`config.mk`:
```
export PLATFORM = sky130hd
export DESIGN_NAME = axi_lite_slave_regs
export DESIGN_NICKNAME = d
export VERILOG_FILES = /design/src/rtl/axi_lite_slave_regs.sv
export SDC_FILE = /design/constraint.sdc
export NUM_CORES = 1
export LEC_CHECK = 0
export CAP_MARGIN = 20
export CORE_AREA = 2 2 255 257
export CTS_CLUSTER_DIAMETER = 80
export CTS_CLUSTER_SIZE = 20
export DETAILED_ROUTE_END_ITERATION = 12
export DIE_AREA = 0 0 257 259
export GPL_ROUTABILITY_DRIVEN = 0
export HOLD_SLACK_MARGIN = 0.08
export PLACE_DENSITY_LB_ADDON = 0.15
export SLEW_MARGIN = 5
export SYNTH_ARGS = -nofsm -noshare
export SYNTH_HDL_FRONTEND = slang
export SYNTH_SLANG_ARGS = --single-unit
export TNS_END_PERCENT = 30
```
`constraint.sdc`:
```
create_clock -name ACLK -period 4.4 [get_ports ACLK]
set_clock_uncertainty 0.1 [all_clocks]
set_input_delay 1.1 -clock ACLK [delete_from_list [all_inputs] [get_ports ACLK]]
set_output_delay 1.1 -clock ACLK [all_outputs]
set_load 0.02 [all_outputs]
```
`src/rtl/axi_lite_slave_regs.sv`:
```
// ============================================================================
// Module  : axi_lite_slave_regs
// Brief   : AXI4-Lite slave exposing NUM_REGS 32-bit read/write registers.
// Revision: 1.0
// ============================================================================
`default_nettype none

module axi_lite_slave_regs #(
  parameter int ADDR_WIDTH = 32,
  parameter int DATA_WIDTH = 32,
  parameter int NUM_REGS   = 16
) (
  input  logic                           ACLK,
  input  logic                           ARESETn,
  input  logic [ADDR_WIDTH-1:0]          AWADDR,
  input  logic                           AWVALID,
  output logic                           AWREADY,
  input  logic [DATA_WIDTH-1:0]          WDATA,
  input  logic [DATA_WIDTH/8-1:0]        WSTRB,
  input  logic                           WVALID,
  output logic                           WREADY,
  output logic [1:0]                     BRESP,
  output logic                           BVALID,
  input  logic                           BREADY,
  input  logic [ADDR_WIDTH-1:0]          ARADDR,
  input  logic                           ARVALID,
  output logic                           ARREADY,
  output logic [DATA_WIDTH-1:0]          RDATA,
  output logic [1:0]                     RRESP,
  output logic                           RVALID,
  input  logic                           RREADY,
  output logic [NUM_REGS*DATA_WIDTH-1:0] regs_o
);

  localparam int         c_idx_w  = $clog2(NUM_REGS);
  localparam int         c_strb_w = DATA_WIDTH / 8;
  localparam logic [1:0] c_okay   = 2'b00;
  localparam logic [1:0] c_slverr = 2'b10;

  logic                  r_init_done;
  logic                  r_aw_held;
  logic                  r_w_held;
  logic [ADDR_WIDTH-1:0] r_awaddr;
  logic [DATA_WIDTH-1:0] r_wdata;
  logic [c_strb_w-1:0]   r_wstrb;
  logic                  r_bvalid;
  logic [1:0]            r_bresp;
  logic                  r_rvalid;
  logic [1:0]            r_rresp;
  logic [DATA_WIDTH-1:0] r_rdata;
  logic [DATA_WIDTH-1:0] r_regs [NUM_REGS];

  logic                  w_aw_hs;
  logic                  w_w_hs;
  logic                  w_ar_hs;
  logic                  w_commit;
  logic [ADDR_WIDTH-1:0] w_wr_addr;
  logic [DATA_WIDTH-1:0] w_wr_data;
  logic [c_strb_w-1:0]   w_wr_strb;
  logic                  w_wr_in_range;
  logic [c_idx_w-1:0]    w_wr_idx;
  logic                  w_rd_in_range;
  logic [c_idx_w-1:0]    w_rd_idx;
  logic                  w_unused_addr_lsbs;

  // Readies come only from registered state; r_init_done holds them low in reset.
  assign AWREADY = r_init_done & ~r_aw_held & ~r_bvalid;
  assign WREADY  = r_init_done & ~r_w_held  & ~r_bvalid;
  assign ARREADY = r_init_done & ~r_rvalid;

  assign w_aw_hs = AWVALID & AWREADY;
  assign w_w_hs  = WVALID  & WREADY;
  assign w_ar_hs = ARVALID & ARREADY;

  // A payload counts as present whether latched earlier or arriving this edge.
  assign w_wr_addr = r_aw_held ? r_awaddr : AWADDR;
  assign w_wr_data = r_w_held  ? r_wdata  : WDATA;
  assign w_wr_strb = r_w_held  ? r_wstrb  : WSTRB;
  assign w_commit  = (r_aw_held | w_aw_hs) & (r_w_held | w_w_hs) & ~r_bvalid;

  assign w_wr_in_range = (w_wr_addr >> (c_idx_w + 2)) == '0;
  assign w_wr_idx      = w_wr_addr[c_idx_w+1:2];
  assign w_rd_in_range = (ARADDR >> (c_idx_w + 2)) == '0;
  assign w_rd_idx      = ARADDR[c_idx_w+1:2];

  assign w_unused_addr_lsbs = ^{w_wr_addr[1:0], ARADDR[1:0]};

  always_ff @(posedge ACLK or negedge ARESETn) begin
    if (!ARESETn) begin
      r_init_done <= 1'b0;
    end else begin
      r_init_done <= 1'b1;
    end
  end

  always_ff @(posedge ACLK or negedge ARESETn) begin
    if (!ARESETn) begin
      r_aw_held <= 1'b0;
      r_w_held  <= 1'b0;
      r_awaddr  <= '0;
      r_wdata   <= '0;
      r_wstrb   <= '0;
      r_bvalid  <= 1'b0;
      r_bresp   <= c_okay;
    end else if (w_commit) begin
      r_aw_held <= 1'b0;
      r_w_held  <= 1'b0;
      r_bvalid  <= 1'b1;
      r_bresp   <= w_wr_in_range ? c_okay : c_slverr;
    end else begin
      if (w_aw_hs) begin
        r_aw_held <= 1'b1;
        r_awaddr  <= AWADDR;
      end
      if (w_w_hs) begin
        r_w_held <= 1'b1;
        r_wdata  <= WDATA;
        r_wstrb  <= WSTRB;
      end
      if (r_bvalid && BREADY) begin
        r_bvalid <= 1'b0;
      end
    end
  end

  always_ff @(posedge ACLK or negedge ARESETn) begin
    if (!ARESETn) begin
      for (int i = 0; i < NUM_REGS; i++) begin
        r_regs[i] <= '0;
      end
    end else if (w_commit && w_wr_in_range) begin
      for (int b = 0; b < c_strb_w; b++) begin
        if (w_wr_strb[b]) begin
          r_regs[w_wr_idx][8*b +: 8] <= w_wr_data[8*b +: 8];
        end
      end
    end
  end

  // Sampling r_regs before this edge's commit gives read-before-write ordering.
  always_ff @(posedge ACLK or negedge ARESETn) begin
    if (!ARESETn) begin
      r_rvalid <= 1'b0;
      r_rdata  <= '0;
      r_rresp  <= c_okay;
    end else if (w_ar_hs) begin
      r_rvalid <= 1'b1;
      r_rdata  <= w_rd_in_range ? r_regs[w_rd_idx] : '0;
      r_rresp  <= w_rd_in_range ? c_okay : c_slverr;
    end else if (r_rvalid && RREADY) begin
      r_rvalid <= 1'b0;
    end
  end

  assign BVALID = r_bvalid;
  assign BRESP  = r_bresp;
  assign RVALID = r_rvalid;
  assign RDATA  = r_rdata;
  assign RRESP  = r_rresp;

  generate
    for (genvar i = 0; i < NUM_REGS; i++) begin : g_regs_o
      assign regs_o[i*DATA_WIDTH +: DATA_WIDTH] = r_regs[i];
    end
  endgenerate

endmodule

`default_nettype wire

```
Yosys cells after proc, flatten, opt, wreduce, memory -nomap -nowiden
Index checks and enable logic that the tools add are counted.
{"block": "word_totals", "reg_bits": 621, "inputBits": 107, "output_inout_bits": 553, "word_cells": 97}
{"block": "classes", "order_cmp": 3, "mux": 36, "bitwise": 19, "reduce_logical": 12}
{"op": "$mux 512", "count": 7}
{"op": "$bwmux 512", "count": 4}
{"op": "$demux 32 s4", "count": 4}
{"op": "$mux 32", "count": 6}
{"op": "$bmux 32 s4", "count": 1}
{"op": "$logic_not 32->1", "count": 2}
{"op": "$mux 24", "count": 1}
{"op": "$mux 16", "count": 1}
{"op": "$and 1x1->1", "count": 10}
{"op": "$ge 5x5->1 const B", "count": 2}
{"op": "$not 4->5", "count": 2}
{"op": "$mux 1", "count": 8}
{"op": "$mux 8", "count": 1}
{"op": "$reduce_bool 2->1", "count": 4}
{"op": "$lt 5x1->1 const B", "count": 1}
{"op": "$not 1->1", "count": 5}
{"op": "$logic_and 1x1->1", "count": 4}
{"op": "$mux 2", "count": 2}
{"op": "$mux 4", "count": 1}
{"op": "$reduce_and 2->1", "count": 2}
{"op": "$or 1x1->1", "count": 2}

Logic depth before layout (Yosys ltp)
{"block": "depth", "word_depth": 17, "ltp_mapped": 9, "depth_no_buf": 5}

Least setup slack after synthesis
No wires, ideal clock.
{"block": "synth_timing", "path_type": "input port to flip-flop", "startpoint": "input AWADDR[14]", "endpoint": "register r_regs, in the netlist regs_o[100]", "t_arrival_ns": 3.176, "t_required_ns": 4.175, "setup_slack_ns": 1.000, "path_stages": 8, "n_path_buf": 3, "cell_sequence": "nor4_1 -> nand4_1 -> or4_1 -> clkbuf_1 -> buf_6 -> buf_8 -> a2111oi_4 -> mux2_2"}
{"block": "synth_via", "elab_chain_cells": 3}
{"item": "start: declaration", "line_no": "15", "rtl": "input logic [ADDR_WIDTH-1:0] AWADDR,"}
{"item": "$mux 32", "line_no": "76", "rtl": "assign w_wr_addr = r_aw_held ? r_awaddr : AWADDR;"}
{"item": "$logic_not 32->1", "line_no": "81", "rtl": "assign w_wr_in_range = (w_wr_addr >> (c_idx_w + 2)) == '0;"}
{"item": "$logic_and 1x1->1", "line_no": "131", "rtl": "end else if (w_commit && w_wr_in_range) begin"}
{"item": "end signal: indexed assignment", "line_no": "134", "rtl": "r_regs[w_wr_idx][8*b +: 8] <= w_wr_data[8*b +: 8];"}
{"item": "end: declaration", "line_no": "51", "rtl": "logic [DATA_WIDTH-1:0] r_regs [NUM_REGS];"}
Every way passes these cells.
A chain may end at the register's enable or synchronous reset.

Final worst setup path
{"block": "layout_timing", "startpoint": "input AWADDR[6]", "endpoint": "register r_regs, in the netlist regs_o[1]"}
Same word-level chain as after synthesis.

==> results.py <==
metrics = {
    "power": {
        "ir_drop_mv": 0.337,
        "sequentialPowerShare_pct": 52.1,
        "p_leak_uw": 0.0166,
        "power.density_nw_per_um2": 310,
        "p_sw_share_pct": 29.2,
        "comb_power_share_pct": 15.7,
        "p_switching_uw": 3480,
        "internal-power_uw": 8430,
        "clkPwrFrac_pct": 32.2,
    },
    "worst_setup_path": {
        "crit_path_start_kind": "primary input",
        "slowest_stage": "or4_4",
        "critical_path_class": "primary input to flip-flop",
        "slowest_delay_ps": 490,
        "crit_required_ps": 4770,
        "crit_path_cell_trace": "clkdlybuf4s50_1 > nor4_1 > nand4_1 > or4_4 > buf_12 > a2111oi_4 > buf_4 > mux2_2",
        "crit_arrival_ps": 3940,
        "crit_fanout": 55,
        "cp-end-kind": "flip-flop",
    },
    "route": {
        "vias": 19700,
        "drt_wl_total_mm": 99.6,
        "vias_per_cell": 5.88,
        "wl_per_cell_um": 29.7,
        "ant_nets": 0,
        "drc": 0,
        "first_pass_iters": 5,
        "drtIter0Drc": 1344,
    },
    "yosys": {
        "synth_cell_type_count": 35,
        "syn_inst": 1781,
        "ys_seq_elements": 617,
        "ys.flop_type": "dfrtp_1",
        "syn-cell-area_um2": 29000,
        "ys_seq_area_share_pct": 53.2,
        "avgSynthCellArea_um2": 16.3,
        "yosysWarningCount": 0,
        "synth_edf_count": 0,
        "async_reset_ff_share_pct": 100,
    },
    "die": {
        "pin_count": 660,
        "initial_core_util_pct": 45.5,
        "die-area_um2": 66600,
        "rows": 93,
        "fp.dieH_um": 259,
        "die_w_um": 257,
        "core_area_um2": 63900,
    },
    "global_routing": {
        "overflow": 0,
        "grt_max_degree": 99,
        "grt_pass1_wl_mm": 145,
        "first_global_vias": 20500,
        "grt_usage_pct": 29.6,
        "antenna_found_initial": 11,
    },
    "cells_and_area": {
        "multi_input_area_um2": 13000,
        "fin_nets": 2578,
        "seq_area_um2": 15400,
        "n_fill_cell": 4861,
        "drive_gt1_share_pct": 39.8,
        "final_cell_area_um2": 38400,
        "area_delta_synth_final_pct": 32.2,
    },
    "clock_tree": {
        "cts.hold.buffers_added": 0,
        "clk_path_buf_depth": 3,
        "cts_resized": 0,
        "worstSkewPairLatency_ps": 590,
        "path_clk_slew_ps": 80,
        "numCtsBuffers": 40,
        "h-tree-depth": 2,
        "cts_tree": "yes",
        "cts.sinks": 617,
        "postCtsSetupBuffers": 0,
        "cts-root-buf": "clkbuf_16",
    },
    "timing": {
        "tns_ps": 0,
        "worst-slew-pin-transition_ps": 920,
        "rsz0062_at_grt": "no",
        "fin_crit_sh_pct": 81.1,
        "hold_violations": 0,
        "setup_violations": 0,
        "min_period_ps": 3570,
        "setup_ws_ps": 830,
        "fmax_ghz": 0.280,
        "slew_headroom_pct": 38.7,
        "final_max_slew_viol_count": 0,
        "holdWs_ps": 405,
    },
    "place": {
        "placed_cell_area_um2": 37200,
        "dp_slack_ps": 295,
        "port_buffers": 653,
        "dpl.hpwl_mm": 69.7,
    },
    "flow_run": {
        "drv_cap": 0,
    },
    "hold_path": {
        "min_path_type": "flip-flop to flip-flop",
    },
    "run_status": {
        "run_status": "finished, final reports clean",
    },
}
==> synth_stat cells (3+ instances only) <==
master     number  area [um2]
dfrtp_1       617       15400
mux2_2        608        6850
mux4_2        128        2880
clkbuf_1       79         297
a2111oi_4      64        1760
a22oi_1        64         480
nand2_1        54         203
a22o_1         32         280
buf_1          14        52.6
nor4_1         14        87.6
buf_2          13        65.1
nor2_1         12        45.0
buf_4           8        60.1
a21oi_1         7        35.0
buf_6           7        78.8
inv_1           7        26.3
mux2i_1         6        60.1
buf_8           5        75.1
or3_1           5        31.3
nand2b_1        4        25.0
nor3_1          4        20.0
o22ai_1         4        25.0
o32ai_1         4        35.0
nand4_1         3        18.8
o21ai_0         3        15.0
==> worst max-delay path, delay by kind of cell <==
| kind | cells | cell delay [ps] |
|---|---|---|
| AOI/OAI and AO/OA | 1 | 400 |
| buffers and inverters | 3 | 990 |
| muxes | 1 | 370 |
| and+or+nand+nor | 3 | 960 |
==> per-stage QoR <==
step                      std cells  utilization [%]  power, uW
after floorplan                1782                -       7470
after global placement         3284             58.2       8080
after detailed placement       3284             58.2       8180
after CTS                      3341             60.1      12000
after global routing           3349             60.1      12400
final                          3349             60.1      11900
==> final timing paths <==
| path | start | endpoint | slack, ps | cells past startpoint |
|---|---|---|---|---|
| max in group asynchronous | ARESETn | regs_o[350] | 2580 | 3 |
| worst max register to register | r_aw_held | regs_o[152] | 920 | 7 |
| worst min register to register | r_wdata[26] | r_wdata[26] | 410 | 1 |
| min in group asynchronous | ARESETn | regs_o[261] | 490 | 1 |
| worst min-delay path | r_wdata[26] | r_wdata[26] | 410 | 1 |
| worst max-delay path | AWADDR[6] | regs_o[1] | 830 | 8 |
==> flip-flops by register name (all words and copies together) (netlist names) <==
name,cells
regs_o,512
RDATA,32
r_wdata,32
r_awaddr,30
r_wstrb,4
BRESP,1
BVALID,1
RRESP,1
RVALID,1
r_aw_held,1
r_init_done,1
r_w_held,1
==> logic make-up after synthesis <==
kind of cell	after synthesis	synth area share, %
compound gates	180	9.11
buf+inv	133	2.25
flops	617	53.2
mux	742	33.7
other cells	2	0.0259
simple gates	107	1.74
==> power by group through the flow <==
stage / Clock [uW] / Sequential (uW) / Combinational [uW]
3_5_place_dp: 0 / 6320 / 1860
2_1_floorplan: 0 / 6210 / 1260
5_1_grt: 4120 / 6250 / 2010
3_3_place_gp: 0 / 6290 / 1800
4_1_cts: 3910 / 6200 / 1860
6_report: 3840 / 6210 / 1870
==> layer usage <==
layer | vias to the layer above | wire length [um] | GRT usage (%)
met5 | - | 40 | 0
met2 | 753 | 50700 | 50.8
met4 | 6 | 3160 | 9.87
li1 | 8207 | - | -
met1 | 10600 | 38500 | 36.7
met3 | 161 | 7200 | 7.49
==> cell type report <==
| class | count | area share (%) |
|---|---|---|
| flip-flops and latches | 617 | 40.2 |
| multi-input cells | 1032 | 33.9 |
| repair buffers | 773 | 19.9 |
| clock buffers | 46 | 2.80 |
| well taps | 855 | 2.79 |
| clock inverters | 11 | 0.290 |
| inverters | 7 | 0.0685 |
| diodes | 8 | 0.0522 |
==> layout by cell type, fill, tap and decap left out, types with 5 or more instances in the layout <==
cell / netlist / final
a2111oi_4: 64 / 64
a21oi_1: 7 / 7
a22o_1: 32 / 32
a22oi_1: 64 / 64
buf_12: 0 / 14
buf_4: 8 / 106
clkbuf_16: 0 / 41
clkdlybuf4s50_1: 0 / 650
dfrtp_1: 617 / 616
diode_2: 0 / 8
inv_1: 7 / 7
mux2_2: 608 / 608
mux2i_1: 6 / 6
mux4_2: 128 / 128
nand2_1: 54 / 53
nor2_1: 12 / 11
nor4_1: 14 / 13
or3_1: 5 / 5
No activity file was read; power rests on OpenSTA's default activity.
